## src/rtl/led_status_scheduler.sv

```systemverilog
// Per-unit RGB status sequencer: routes event pulses to the active fault zone and runs one FSM per LED.
// Latency: event or unit_active edge updates state on the sampling edge; registered pins follow one edge later.
// No backpressure: pulses not accepted by the target state are dropped. Optional blinking via LED_BLINK_EN.
module led_status_scheduler #(
    parameter int unsigned BLINK_HALF = 32'd1562500,
    parameter int unsigned HOLD_TICKS = 32'd3125000
) (
    input  logic       clk_3125KHz,
    input  logic       reset,
    input  logic [2:0] unit_active,
    input  logic       fault_detect,
    input  logic       block_picked,
    input  logic       object_drop,
    input  logic       run_complete,
    output logic [2:0] led_r,
    output logic [2:0] led_g,
    output logic [2:0] led_b,
    output logic       run_done
);

    typedef enum logic [2:0] {
        ST_OFF, ST_ZONE, ST_FAULT, ST_CARRY, ST_DROP, ST_CLEARED
    } chan_state_t;

    chan_state_t state      [3];
    chan_state_t state_nxt  [3];
    logic [31:0] hold_cnt   [3];
    logic [31:0] hold_nxt   [3];
    logic [2:0]  active_prev;
    logic [2:0]  target;
    logic [2:0]  r_nxt, g_nxt, b_nxt;
    logic        freeze;
    logic        ev_fault, ev_pick, ev_drop;
    logic        green_on;

`ifdef LED_BLINK_EN
    logic [31:0] blink_cnt;
    logic        blink_phase;

    always_ff @(posedge clk_3125KHz) begin
        if (reset) begin
            blink_cnt   <= 32'd0;
            blink_phase <= 1'b1;
        end else if (blink_cnt == BLINK_HALF - 32'd1) begin
            blink_cnt   <= 32'd0;
            blink_phase <= ~blink_phase;
        end else begin
            blink_cnt   <= blink_cnt + 32'd1;
        end
    end

    assign green_on = blink_phase;
`else
    // Blink period is irrelevant when green is steady; parameter kept for a uniform interface.
    logic blink_half_unused;
    assign blink_half_unused = ^BLINK_HALF;
    assign green_on          = 1'b1;
`endif

    always_comb begin
        target = 3'b000;
        if (unit_active[0])      target = 3'b001;
        else if (unit_active[1]) target = 3'b010;
        else if (unit_active[2]) target = 3'b100;
    end

    // run_complete wins over any same-cycle event and freezes every channel from then on.
    assign freeze   = run_done | run_complete;
    assign ev_drop  = object_drop & ~freeze;
    assign ev_pick  = block_picked & ~object_drop & ~freeze;
    assign ev_fault = fault_detect & ~object_drop & ~block_picked & ~freeze;

    always_comb begin
        for (int i = 0; i < 3; i++) begin
            state_nxt[i] = state[i];
            hold_nxt[i]  = hold_cnt[i];
            if (!freeze) begin
                case (state[i])
                    ST_OFF:   if (unit_active[i] && !active_prev[i]) state_nxt[i] = ST_ZONE;
                    ST_ZONE: begin
                        if (target[i] && ev_fault) state_nxt[i] = ST_FAULT;
                        else if (!unit_active[i])  state_nxt[i] = ST_OFF;
                    end
                    ST_FAULT: if (target[i] && ev_pick) state_nxt[i] = ST_CARRY;
                    ST_CARRY: begin
                        if (target[i] && ev_drop) begin
                            state_nxt[i] = ST_DROP;
                            hold_nxt[i]  = 32'd0;
                        end
                    end
                    ST_DROP: begin
                        if (hold_cnt[i] == HOLD_TICKS - 32'd1) state_nxt[i] = ST_CLEARED;
                        else                                   hold_nxt[i]  = hold_cnt[i] + 32'd1;
                    end
                    ST_CLEARED: state_nxt[i] = ST_CLEARED;
                    default:    state_nxt[i] = ST_OFF;
                endcase
            end
        end
    end

    always_comb begin
        r_nxt = 3'b000;
        g_nxt = 3'b000;
        b_nxt = 3'b000;
        if (run_done) begin
            g_nxt = {3{green_on}};
        end else begin
            for (int i = 0; i < 3; i++) begin
                case (state[i])
                    ST_ZONE:    r_nxt[i] = 1'b1;
                    ST_FAULT:   b_nxt[i] = 1'b1;
                    ST_CARRY: begin
                        r_nxt[i] = 1'b1;
                        b_nxt[i] = 1'b1;
                    end
                    ST_DROP:    g_nxt[i] = green_on;
                    ST_CLEARED: g_nxt[i] = 1'b1;
                    default:    ;
                endcase
            end
        end
    end

    always_ff @(posedge clk_3125KHz) begin
        if (reset) begin
            for (int i = 0; i < 3; i++) begin
                state[i]    <= ST_OFF;
                hold_cnt[i] <= 32'd0;
            end
            active_prev <= 3'b000;
            run_done    <= 1'b0;
            led_r       <= 3'b000;
            led_g       <= 3'b000;
            led_b       <= 3'b000;
        end else begin
            for (int i = 0; i < 3; i++) begin
                state[i]    <= state_nxt[i];
                hold_cnt[i] <= hold_nxt[i];
            end
            active_prev <= unit_active;
            if (run_complete) run_done <= 1'b1;
            led_r <= r_nxt;
            led_g <= g_nxt;
            led_b <= b_nxt;
        end
    end

endmodule
```

## config.mk

```make
export PLATFORM = sky130hd
export DESIGN_NAME = led_status_scheduler
export DESIGN_NICKNAME = d
export VERILOG_FILES = /design/src/rtl/led_status_scheduler.sv
export SDC_FILE = /design/constraint.sdc
export NUM_CORES = 1
export LEC_CHECK = 0
export ABC_AREA = 1
export ABC_CLOCK_PERIOD_IN_PS = 3600
export BUFFER_PORTS_ARGS = -buffer_cell sky130_fd_sc_hd__buf_2
export CORE_ASPECT_RATIO = 1.1
export CORE_MARGIN = 3
export CORE_UTILIZATION = 70
export CTS_BUF_LIST = sky130_fd_sc_hd__clkbuf_4
export CTS_CLUSTER_SIZE = 16
export DETAILED_ROUTE_END_ITERATION = 16
export PLACE_DENSITY_LB_ADDON = 0.15
export SYNTH_ARGS = -nofsm -noshare
export SYNTH_HDL_FRONTEND = slang
export SYNTH_SLANG_ARGS = --single-unit
export TNS_END_PERCENT = 100
```

## constraint.sdc

```tcl
create_clock -name clk_3125KHz -period 3.6 [get_ports clk_3125KHz]
set_input_delay 0.72 -clock clk_3125KHz [delete_from_list [all_inputs] [get_ports clk_3125KHz]]
set_output_delay 0.72 -clock clk_3125KHz [all_outputs]
set_load 0.01 [all_outputs]
```

==> summary.md <==
| Metric | Value |
|---|---|
| Crit path largest cell delay | `0.43 ns` |
| Mapped Area | `between 0.008 and 0.009 sq mm` |
| Worst setup EP type | `flip-flop` |
| HP Class | `input port to flip-flop` |
| Die area | `between 0.01 and 0.015 sq mm` |
| Crit path DAT | `about 3.1 ns` |
| Via Count | `9171` |
| Synth Instances | `approximately 1500` |
| Post-synthesis mux area share | `0%` |
| Max-slew violation count | `0` |
| Clk slew on worst S/H paths | `between 0.1 and 0.15 ns` |
| XOR/XNOR share of the synthesized area | `less than 1%` |
| RSZ-0062 raised after global routing | `no` |
| Synthesis Warnings | `0` |
| Largest fanout on the critical path | `37` |
| Synth top cells by count | `nand2_1, nor2_1, nand3_1` |
| H-tree depth | `4` |
| Global route overflow | `0` |
| Nets | `~1500` |
| Port Buf Inserts | `18` |
| CP cell instances | `inv_1 -> nor2_2 -> nand2_1 -> inv_2 -> nand2_2 -> nand2_4 -> nand2_4 -> inv_2 -> nor2_1 -> nor2_1` |
| Final hold vios | `0` |
| Initial core utilization | `72.2%` |
| DRT iter0 DRCs | `around 1000` |
| Pwr dens | `332 mW/mm^2` |
| Outcome | `completed` |
| Fmax | `just under 0.4 GHz` |
| Crit path time final | `between 2 and 3 ns` |
| GRT Total Usage | `about a third` |
| DRT Pass-1 Iters | `5` |
| Synth-to-layout area growth | `4.12%` |
| Synthesized-area fraction occupied by adder cells | `less than 1%` |
| IO Pins | `19` |
| CTS Buffer Depth | `2` |
| # setup viols final | `0` |
| Die height | `roughly 120 um` |
| Post-cts sizing count | `0` |
| Routability Congestion | `~1.0` |
| Clock root cell | `clkbuf_4` |
| Initial antenna violation count | `1` |
| Number of flops mapped to enable cells by yosys | `0` |
| Share of cells above drive strength 1 | `approximately 7.5%` |
| Mean Syn Cell Area | `roughly 5.6 sq um` |
| Setup bufs post-CTS | `0` |
| Crit path from | `state[0][2]` |
| Synth Register Bits | `roughly 120` |
| Ranking of synthesized cells by area | `dfxtp_1, nand2_1, nor2_1` |
| CP max-delay cell | `inv_2` |
| Final WL | `22200 um` |
| Largest net degree at the start of global routing | `52` |
| Row count | `41` |
| Pwr Total | `a little under 3 mW` |
| Hold Path Depth | `3` |
| Pleak | `3.33 nW` |
| Yosys top cell area share | `between 20% and 30%` |
| Ys flop type | `dfxtp_1` |
| Final setup TNS | `0 ns` |
| Synth Area in Compound Gates | `6.57%` |
| Die X | `between 100 and 150 um` |
| Yosys top cell by area | `dfxtp_1` |
| Slack of the worst reg-to-reg path | `about 1 ns` |
| DR DRC count | `0` |
| Worst slew pin tran | `approximately 0.69 ns` |
| Detail Route Antenna Nets | `0` |
| Largest family of logic cells by synthesized area | `simple AND/OR/NAND/NOR gates` |
| Worst Reg-to-Reg Cells | `10` |
| DR vias/cell | `between 5 and 6` |
| Net count after synthesis | `between 1500 and 2000` |
| Worst-Skew Late Latency | `between 0.5 and 0.6 ns` |
| CP Launch Type | `flip-flop` |
| Worst path required time | `slightly above 4 ns` |
| FF-to-FF End | `hold_cnt[0][25]` |
| WS Path Type | `flip-flop to flip-flop` |
| Worst R2R Start | `state[0][2]` |
| Max cap viols | `0` |
| Count leader, synth | `nand2_1` |
| First-pass GRT wire length | `37100 um` |
| Clk sinks | `around 120` |
| Asr flop ratio synth | `0%` |
| Hold buffers post-CTS | `0` |
| Worst setup path end | `hold_cnt[0][25]` |
| CTS tree | `built` |
| Avg WL per Cell | `13.4 um` |
| Num CTS Buffers | `17` |
| Synth unique cells | `35` |
| Setup Skew | `~0.019 ns` |
| Area of the core | `~0.012 sq mm` |
| Max IR drop VDD | `around 300 uV` |
| DPL Wire Length | `approximately 16000 um` |
| Max-Slew Margin vs Limit | `approximately 54%` |
| Final Cycle Share | `between 70% and 80%` |
| Vias in the first global route | `~8000` |
| Post-synthesis simple-gate area fraction | `53.3%` |
| Register area share after synthesis | `28.2%` |
==> cell families after synthesis <==
family	after synthesis
AO/OA/AOI/OAI	95
adder cells (fa/ha/maj)	3
XOR/XNOR	7
buffers and inverters	208
AND/OR/NAND/NOR	1062
flip-flops	118
==> flip-flops by register name, indices dropped and copies added, names as in the netlist <==
register	cells
state	9
run_done	1
hold_cnt	96
led_b	3
active_prev	3
led_g	3
led_r	3
==> metrics by stage <==
step                cells  utilization (%)  hold slack, ns  worst slack (ns)  area (sq um)
detailed placement   1623             72.7           0.450              1.02          8420
global placement     1623             72.7           0.457              1.15          8420
floorplan            1493                -           0.419              1.71          8380
finish               1656             75.2           0.450              1.00          8720
CTS                  1654             75.2           0.419              1.09          8720
global route         1654             75.2           0.435             0.780          8720
==> worst max-delay path, delay by kind of cell, from the launching register on <==
| kind | cells | cell delay (ns) |
|---|---|---|
| buffers and inverters | 3 | 0.76 |
| DFF | 1 | 0.37 |
| and+or+nand+nor | 7 | 1.40 |
==> placed cells by master, fill, tap and decap left out, types with 7 or more instances in the layout <==
cell,count
a21oi_1,44
a21oi_2,11
buf_2,18
buf_4,8
clkbuf_4,18
dfxtp_1,118
inv_1,155
inv_2,7
nand2_1,487
nand2_2,17
nand3_1,180
nand4_1,8
nor2_1,310
nor2_2,7
nor3_1,30
o21ai_0,25
o21bai_1,12
==> how the worst min path moves through the flow <==
stage | startpoint | endpoint | slack, ns
2_1_floorplan | state[0][2] | led_b[0] | 0.42
3_3_place_gp | state[0][2] | led_b[0] | 0.46
3_5_place_dp | state[0][2] | led_b[0] | 0.45
4_1_cts | run_complete | run_done | 0.42
5_1_grt | run_complete | run_done | 0.43
6_report | run_complete | run_done | 0.45
==> where the power goes <==
part           total [mW]  internal [mW]  switching, mW
registers            1.39           1.35         0.0421
clock network        1.02          0.484          0.541
logic               0.480          0.125          0.355
==> per-layer routing <==
| layer | part of all wire [%] | GRT usage [%] | vias up |
|---|---|---|---|
| met5 | 0.059 | 0 | - |
| met4 | 2.4 | 11.6 | 2 |
| met3 | 9.8 | 8.54 | 59 |
| met2 | 45 | 52.9 | 420 |
| met1 | 43 | 47.3 | 4018 |
| li1 | - | - | 4672 |
==> final cells by class <==
type / instances / area (sq um)
repair buffers: 26 / 150
clock buffers: 18 / 135
well taps: 150 / 188
clock inverters: 13 / 158
flip-flops and latches: 118 / 2360
fillers: 1049 / 2870
inverters: 162 / 608
multi-input cells: 1167 / 5110
diodes: 2 / 5.00
No activity file was read; power rests on OpenSTA's default activity.
